===== src/rtl/qact_sched_pkg.sv =====
// -----------------------------------------------------------------------------
// qact_pkg
// Shared declarations for the qact_sched quantized-activation scheduler:
//   - state_t       : scheduler FSM states (IDLE, LOCK)
//   - SAT_CNT_W     : width of the saturated-beat counter
//   - calc_sh/half  : elaboration-time helpers deriving the rounding shift
//                     SH = XBF - YBF and the round-half-up offset HALF
// -----------------------------------------------------------------------------
package qact_pkg;

  typedef enum logic {
    IDLE = 1'b0,
    LOCK = 1'b1
  } state_t;

  localparam int SAT_CNT_W = 32;

  // Number of fractional bits dropped by the requantization shift.
  function automatic int calc_sh(input int xbf, input int ybf);
    return xbf - ybf;
  endfunction

  // Half an output LSB, expressed in input LSBs; zero for a degenerate shift
  // so an illegal configuration still elaborates far enough to report itself.
  function automatic int calc_half(input int sh);
    return (sh > 0) ? (1 << (sh - 1)) : 0;
  endfunction

endpackage


===== src/rtl/qact_rr_arb.sv =====
// -----------------------------------------------------------------------------
// qact_rr_arb
// Combinational cyclic priority pick: returns the first requester at or after
// i_ptr (wrapping modulo R) whose request is high.
// Ports:
//   i_req   [R]   request vector
//   i_ptr   [RW]  highest-priority index for this pick
//   o_idx   [RW]  selected index (0 when nothing is requested)
//   o_found       at least one request is high
// -----------------------------------------------------------------------------
module qact_rr_arb #(
  parameter int R  = 4,
  parameter int RW = $clog2(R)
) (
  input  logic [R-1:0]  i_req,
  input  logic [RW-1:0] i_ptr,
  output logic [RW-1:0] o_idx,
  output logic          o_found
);

  // Walk offsets from farthest to nearest so the nearest hit is written last
  // and wins, which avoids a loop exit.
  always_comb begin
    // NOTE: every output gets a default before any conditional write, so no
    // path through the block leaves a value held and no latch is inferred.
    o_idx   = '0;
    o_found = 1'b0;
    for (int k = R - 1; k >= 0; k--) begin
      if (i_req[RW'((int'(i_ptr) + k) % R)]) begin
        o_idx   = RW'((int'(i_ptr) + k) % R);
        o_found = 1'b1;
      end
    end
  end

endmodule


===== src/rtl/qact_sched.sv =====
// -----------------------------------------------------------------------------
// qact_sched
// Round-robin scheduler sharing one two-stage quantized-activation datapath
// (ReLU clip, round-half-up, right shift, saturate) among R packet requesters.
// The datapath is locked to one requester for a whole packet; results carry
// the requester index.
//
// Ports:
//   clk, rst            clock, asynchronous active-high reset
//   s_valid/s_ready [R] per-requester beat handshake
//   s_data  [R*N*XB]    per-requester beat, N signed XB-bit lanes
//   s_last  [R]         last beat of a packet
//   m_valid/m_ready     result handshake
//   m_data  [N*YB]      quantized unsigned lanes
//   m_id    [RW]        requester index of the beat
//   m_last              last beat of packet
//   busy                FSM locked or any pipeline stage valid
//   sat_clr, sat_cnt    saturated-beat counter clear / value
//                       (only when QACT_SCHED_SAT_CNT_EN is defined)
//
// Build option: define QACT_SCHED_SAT_CNT_EN to add the saturation counter.
// -----------------------------------------------------------------------------
module qact_sched
  import qact_pkg::*;
#(
  parameter int R   = 4,
  parameter int N   = 4,
  parameter int XB  = 16,
  parameter int XBF = 8,
  parameter int YB  = 8,
  parameter int YBI = 4,
  parameter int RW  = $clog2(R)
) (
  input  logic                 clk,
  input  logic                 rst,
  input  logic [R-1:0]         s_valid,
  output logic [R-1:0]         s_ready,
  input  logic [R*N*XB-1:0]    s_data,
  input  logic [R-1:0]         s_last,
  output logic                 m_valid,
  input  logic                 m_ready,
  output logic [N*YB-1:0]      m_data,
  output logic [RW-1:0]        m_id,
  output logic                 m_last,
  output logic                 busy
`ifdef QACT_SCHED_SAT_CNT_EN
  ,
  input  logic                 sat_clr,
  output logic [SAT_CNT_W-1:0] sat_cnt
`endif
);

  localparam int YBF  = YB - YBI;
  localparam int SH   = calc_sh(XBF, YBF);
  localparam int HALF = calc_half(SH);
  localparam logic [XB:0] HALF_W = (XB + 1)'(HALF);

  if (XBF <= YBF) begin : g_bad_frac
    $error("qact_sched: XBF must exceed YB-YBI");
  end
  if (R < 2) begin : g_bad_r
    $error("qact_sched: R must be at least 2");
  end

  // ---------------------------------------------------------------- control
  state_t          r_state, w_state_nxt;
  logic [RW-1:0]   r_grant, w_grant_nxt;
  logic [RW-1:0]   r_rr_ptr, w_rr_ptr_nxt;
  logic [RW-1:0]   w_pick;
  logic            w_found;
  logic            w_en;
  logic            w_accept;

  // ---------------------------------------------------------------- datapath
  logic [N*XB-1:0]      w_beat;
  logic [N-1:0][XB-1:0] w_c;
  logic [N-1:0][XB:0]   w_r;
  logic [N-1:0][XB:0]   w_q;
  logic [N-1:0][YB-1:0] w_y;
  logic [N-1:0]         w_sat;

  logic                 r_s1_valid;
  logic [N-1:0][XB:0]   r_s1_r;
  logic [RW-1:0]        r_s1_id;
  logic                 r_s1_last;

  logic                 r_s2_valid;
  logic [N-1:0][YB-1:0] r_m_data;
  logic [RW-1:0]        r_m_id;
  logic                 r_m_last;

  // The whole pipeline advances together whenever the output slot is free.
  assign w_en = !r_s2_valid || m_ready;

  qact_rr_arb #(
    .R  (R),
    .RW (RW)
  ) u_arb (
    .i_req   (s_valid),
    .i_ptr   (r_rr_ptr),
    .o_idx   (w_pick),
    .o_found (w_found)
  );

  always_ff @(posedge clk or posedge rst) begin
    // NOTE: state updates use non-blocking assignments so every register
    // samples pre-edge values; blocking here would chain stages in one edge.
    if (rst) begin
      r_state  <= IDLE;
      r_grant  <= '0;
      r_rr_ptr <= '0;
    end else begin
      r_state  <= w_state_nxt;
      r_grant  <= w_grant_nxt;
      r_rr_ptr <= w_rr_ptr_nxt;
    end
  end

  always_comb begin
    w_state_nxt  = r_state;
    w_grant_nxt  = r_grant;
    w_rr_ptr_nxt = r_rr_ptr;
    s_ready      = '0;
    w_accept     = 1'b0;
    case (r_state)
      IDLE: begin
        // Arbitration cycle: nothing is accepted while the grant is chosen.
        if (w_found) begin
          w_grant_nxt = w_pick;
          w_state_nxt = LOCK;
        end
      end
      LOCK: begin
        for (int k = 0; k < R; k++) begin
          if (r_grant == RW'(k)) s_ready[k] = w_en;
        end
        w_accept = s_valid[r_grant] && w_en;
        if (w_accept && s_last[r_grant]) begin
          w_rr_ptr_nxt = (r_grant == RW'(R - 1)) ? '0 : r_grant + 1'b1;
          w_state_nxt  = IDLE;
        end
      end
      default: w_state_nxt = IDLE;
    endcase
  end

  // Granted requester's beat.
  always_comb begin
    w_beat = '0;
    for (int k = 0; k < R; k++) begin
      if (r_grant == RW'(k)) w_beat = s_data[k*N*XB +: N*XB];
    end
  end

  // Stage 1 input: clip negatives, add half an output LSB in XB+1 bits.
  always_comb begin
    for (int l = 0; l < N; l++) begin
      w_c[l] = w_beat[l*XB + XB - 1] ? '0 : w_beat[l*XB +: XB];
      w_r[l] = {1'b0, w_c[l]} + HALF_W;
    end
  end

  // Stage 2 input: drop SH fractional bits, saturate to the unsigned range.
  always_comb begin
    for (int l = 0; l < N; l++) begin
      w_q[l]   = r_s1_r[l] >> SH;
      w_sat[l] = |w_q[l][XB:YB];
      w_y[l]   = w_sat[l] ? '1 : w_q[l][YB-1:0];
    end
  end

`ifdef QACT_SCHED_SAT_CNT_EN
  logic                 r_m_sat;
  logic [SAT_CNT_W-1:0] r_sat_cnt;
`endif

  // Payload registers load only with a valid beat, so m_* keep the last
  // delivered result rather than tracking idle input data.
  always_ff @(posedge clk or posedge rst) begin
    if (rst) begin
      r_s1_valid <= 1'b0;
      r_s1_r     <= '0;
      r_s1_id    <= '0;
      r_s1_last  <= 1'b0;
      r_s2_valid <= 1'b0;
      r_m_data   <= '0;
      r_m_id     <= '0;
      r_m_last   <= 1'b0;
`ifdef QACT_SCHED_SAT_CNT_EN
      r_m_sat    <= 1'b0;
`endif
    end else if (w_en) begin
      r_s1_valid <= w_accept;
      r_s2_valid <= r_s1_valid;
      if (w_accept) begin
        r_s1_r    <= w_r;
        r_s1_id   <= r_grant;
        r_s1_last <= s_last[r_grant];
      end
      if (r_s1_valid) begin
        r_m_data <= w_y;
        r_m_id   <= r_s1_id;
        r_m_last <= r_s1_last;
`ifdef QACT_SCHED_SAT_CNT_EN
        r_m_sat  <= |w_sat;
`endif
      end
    end
  end

`ifdef QACT_SCHED_SAT_CNT_EN
  // Clear wins over a coincident increment; the count sticks at all-ones.
  always_ff @(posedge clk or posedge rst) begin
    if (rst) begin
      r_sat_cnt <= '0;
    end else if (sat_clr) begin
      r_sat_cnt <= '0;
    end else if (r_s2_valid && m_ready && r_m_sat && (r_sat_cnt != '1)) begin
      r_sat_cnt <= r_sat_cnt + 1'b1;
    end
  end

  assign sat_cnt = r_sat_cnt;
`endif

  assign m_valid = r_s2_valid;
  assign m_data  = r_m_data;
  assign m_id    = r_m_id;
  assign m_last  = r_m_last;
  assign busy    = (r_state == LOCK) || r_s1_valid || r_s2_valid;

endmodule

===== config.mk =====
export PLATFORM = sky130hd
export DESIGN_NAME = qact_sched
export DESIGN_NICKNAME = d
export VERILOG_FILES = /design/src/rtl/qact_sched_pkg.sv /design/src/rtl/qact_rr_arb.sv /design/src/rtl/qact_sched.sv
export SDC_FILE = /design/constraint.sdc
export NUM_CORES = 1
export LEC_CHECK = 0
export CORE_ASPECT_RATIO = 1.25
export CORE_MARGIN = 5
export CORE_UTILIZATION = 37
export DETAILED_ROUTE_END_ITERATION = 16
export GPL_TIMING_DRIVEN = 0
export PLACE_DENSITY = 0.8
export SLEW_MARGIN = 10
export SYNTH_ARGS = -nofsm -noshare
export SYNTH_HDL_FRONTEND = slang
export SYNTH_SLANG_ARGS = --single-unit
export TNS_END_PERCENT = 30

===== constraint.sdc =====
create_clock -name clk -period 3.3 [get_ports clk]
set_input_delay 0.66 -clock clk [delete_from_list [all_inputs] [get_ports clk]]
set_output_delay 0.66 -clock clk [all_outputs]
set_load 0.02 [all_outputs]

==> flow_summary.yaml <==
yosys:
  synth-seq-area-share_pct: 38.4
  synth_edf_count: 0
  synth_common_cells: "dfrtp_1, nand2_1, o22a_1"
  synth.most_common_cell: "dfrtp_1"
  synthTopCellsByArea: "dfrtp_1, o22a_1, nand2_1, a221oi_1, a221o_1"
  synth_area_mm2: 0.00606
  ys_ff_latch: 93
  yosys_warnings: 0
  ys_dominant_reg_cell: "dfrtp_1"
  syn_area_per_cell_um2: 8.96
  synth_cells: 676
  synth-async-reset-ratio_pct: 100
  synth.distinct_cells: 61
  synth_fp_nets: 951
  netlist.area_leader.share_pct: 38.4
  yosysTopAreaCell: "dfrtp_1"
floorplanning:
  start_util_pct: 37.5
  core_area_mm2: 0.0161
  num_rows: 52
  ioPinCount: 308
  dieArea_mm2: 0.0190
  die-height_um: 153
  die_width_um: 124
clock_tree:
  path_clk_slew_ns: 0.07
  clk_latency_ns: 0.35
  cts-buffers-inserted: 9
  root_buffer: "clkbuf_16"
  clock_sinks: 93
  cts_tree: "done"
  cts_max_level: 3
  cts_max_path_buffers: 2
critical_path:
  cp-start-kind: "flip-flop"
  r2r_start: "r_grant[1]$_DFFE_PP0P_"
  cp.arrival_ns: 3.52
  crit_path_end_kind: "flip-flop"
  critPathMaxFanout: 9
  rrSetupSlack_ns: 0.04
  critical_path_class: "flip-flop to flip-flop"
  reg2reg_depth: 15
  r2r_end: "r_s1_r[43]$_DFFE_PP0P_"
  critPathRequiredTime_ns: 3.55
route:
  first_pass_iters: 5
  vias: 6977
  ant_nets: 0
  drtIter0Drc: 594
  wl_um: 27200
  post_drt_via_cell_ratio: 5.89
  wl_per_cell_um: 22.9
  drc: 0
outcome:
  status: "complete, no violations"
grt:
  grtUsageTotal_pct: 27.4
  grt_max_degree: 68
  first_global_vias: 6995
  grt_pass1_wl_um: 40400
  overflow: 0
  antenna_found_initial: 1
sta:
  finalCriticalPeriod_ns: 3.26
  final_max_slew_viol_count: 0
  fin_worst_skew_ns: 0.00758
  max_freq_mhz: 307
  hold_violations: 0
  rsz0062_at_grt: "true"
  fin_ws_ns: 0.0376
  setup_viol_count_final: 0
  period_share_pct: 98.9
  worst_pin_slew_ns: 0.757
  slew_headroom_pct: 49.5
power:
  p_leak_nw: 3.73
  pwr-share-seq_pct: 19.6
  p_comb_share_pct: 68.6
  p_clk_share_pct: 11.8
  switchingPower_mw: 4.54
  ir_drop_mv: 0.551
  switching_share_pct: 47.2
  p_int_mw: 5.08
  p_per_area_mw_per_mm2: 994
worst_hold_path:
  min_to: "r_s1_last$_DFFE_PP0P_"
  hold_depth: 2
  hold_start: "r_s1_last$_DFFE_PP0P_"
  hold_class: "flip-flop to flip-flop"
layout:
  seqCellArea_mm2: 0.00233
  drive_above_1_share_pct: 11.6
  fin_cells: 1185
  multi_input_area_mm2: 0.00353
  syn2layout_area_growth_pct: 59.8
  fillers: 1455
  nNetsFinal: 1237
run:
  cap_violations: 0
placement:
  io_buffer_count: 259
  place_inst: 1152
  dp_slack_ns: -1.22
  gp_congestion: 0.980
  dpl.hpwl_um: 21200
-- cell families (layout without fill, tap and decap cells) --
| family | count (synthesis) | in the layout | synth area share, % |
|---|---|---|---|
| other cells | 0 | 2 | 0 |
| fa+ha+maj | 8 | 8 | 1.65 |
| simple gates | 239 | 239 | 19.8 |
| mux | 12 | 12 | 2.58 |
| compound gates | 221 | 221 | 27.4 |
| buf+inv | 67 | 358 | 4.96 |
| xor+xnor | 36 | 36 | 5.21 |
| flops | 93 | 93 | 38.4 |
-- worst max-delay path by stage --
| stage | from | cells past startpoint | slack [ns] | to |
|---|---|---|---|---|
| after detailed placement | r_grant[1]$_DFFE_PP0P_ | 16 | -1.22 | r_s1_r[64]$_DFFE_PP0P_ |
| after global routing | r_grant[0]$_DFFE_PP0P_ | 13 | -0.06 | r_s1_r[43]$_DFFE_PP0P_ |
| final | r_grant[1]$_DFFE_PP0P_ | 15 | 0.04 | r_s1_r[43]$_DFFE_PP0P_ |
| after global placement | rst | 2 | -1.17 | m_valid$_DFFE_PP0N_ |
| after floorplan | r_grant[1]$_DFFE_PP0P_ | 17 | 0.009 | r_s1_r[64]$_DFFE_PP0P_ |
| after CTS | r_grant[1]$_DFFE_PP0P_ | 14 | -0.002 | r_s1_r[15]$_DFFE_PP0P_ |
-- power by group through the flow --
stage / Combinational (mW) / Sequential, mW / Clock, mW
after CTS: 6.19 / 1.89 / 1.14
after detailed placement: 5.93 / 1.91 / 0
after global routing: 7.05 / 1.94 / 1.19
after global placement: 5.84 / 1.89 / 0
final: 6.60 / 1.89 / 1.14
after floorplan: 3.54 / 2.07 / 0
-- routing by layer --
metal | share of wire [%] | vias up | track usage, %
met3 | 8.2 | 57 | 6.18
met1 | 39 | 3410 | 33.1
met5 | 0 | - | 0
met2 | 49 | 362 | 46.5
li1 | - | 3148 | -
met4 | 3.9 | 0 | 12.5
-- registers in the layout, summed over array words and instances, names as in the netlist --
register	count
m_data	32
r_s1_last	1
r_grant	2
r_s1_r	48
m_id	2
r_rr_ptr	2
r_s1_valid	1
m_valid	1
r_s1_id	2
r_state	1
m_last	1
-- per-stage QoR --
| stage | hold slack (ns) | cell area [um2] | setup TNS (ns) | power [mW] | utilization (%) |
|---|---|---|---|---|---|
| 2_1_floorplan | 0.441 | 6060 | 0 | 5.61 | - |
| 3_3_place_gp | 0.452 | 8920 | -126.28 | 7.73 | 55.3 |
| 3_5_place_dp | 0.468 | 8950 | -19.54 | 7.84 | 55.5 |
| 4_1_cts | 0.483 | 9450 | -0.00242 | 9.23 | 58.6 |
| 5_1_grt | 0.500 | 9670 | -0.0959 | 10.2 | 59.9 |
| 6_report | 0.478 | 9670 | 0 | 9.62 | 60.0 |
-- timing repair --
action	CTS	global route
buffers inserted	1	16
pin swaps	2	2
hold buffers	0	0
endpoints found under the hold margin	0	0
endpoints found under the setup margin	43	28
gates resized for setup	60	35
-- layout by cell type (no fill, tap or decap), types with 18 or more instances in the layout --
cell | synthesis | layout
a21oi_1 | 21 | 18
a221o_1 | 18 | 18
a221oi_1 | 22 | 20
buf_4 | 1 | 22
clkdlybuf4s50_1 | 0 | 258
dfrtp_1 | 93 | 91
nand2_1 | 88 | 88
nor2_1 | 36 | 34
nor3_1 | 20 | 19
o21ai_0 | 34 | 33
o22a_1 | 38 | 38
o22ai_1 | 27 | 26
xnor2_1 | 19 | 19
-- critical path, stage by stage (launching register included) --
cell	delay, ns
dfrtp_2	0.43
inv_2	0.08
ha_1	0.14
buf_4	0.15
nor2b_1	0.06
buf_6	0.14
buf_4	0.14
a221o_1	0.36
and2_1	0.16
buf_6	0.13
nor3_1	0.20
ha_2	0.25
nand4_1	0.20
a211o_1	0.35
xor2_1	0.17
o31ai_1	0.20
-- layout make-up --
| type | instances | share of cell area [%] |
|---|---|---|
| Antenna cell | 2 | 0.0517 |
| Tap cell | 216 | 2.79 |
| Buffer | 49 | 4.14 |
| Multi-Input combinational cell | 516 | 36.5 |
| Clock inverter | 5 | 0.854 |
| Sequential cell | 93 | 24.1 |
| Clock buffer | 11 | 2.51 |
| Inverter | 16 | 0.647 |
| Timing Repair Buffer | 277 | 28.4 |
(Power assumes the default switching activity.)
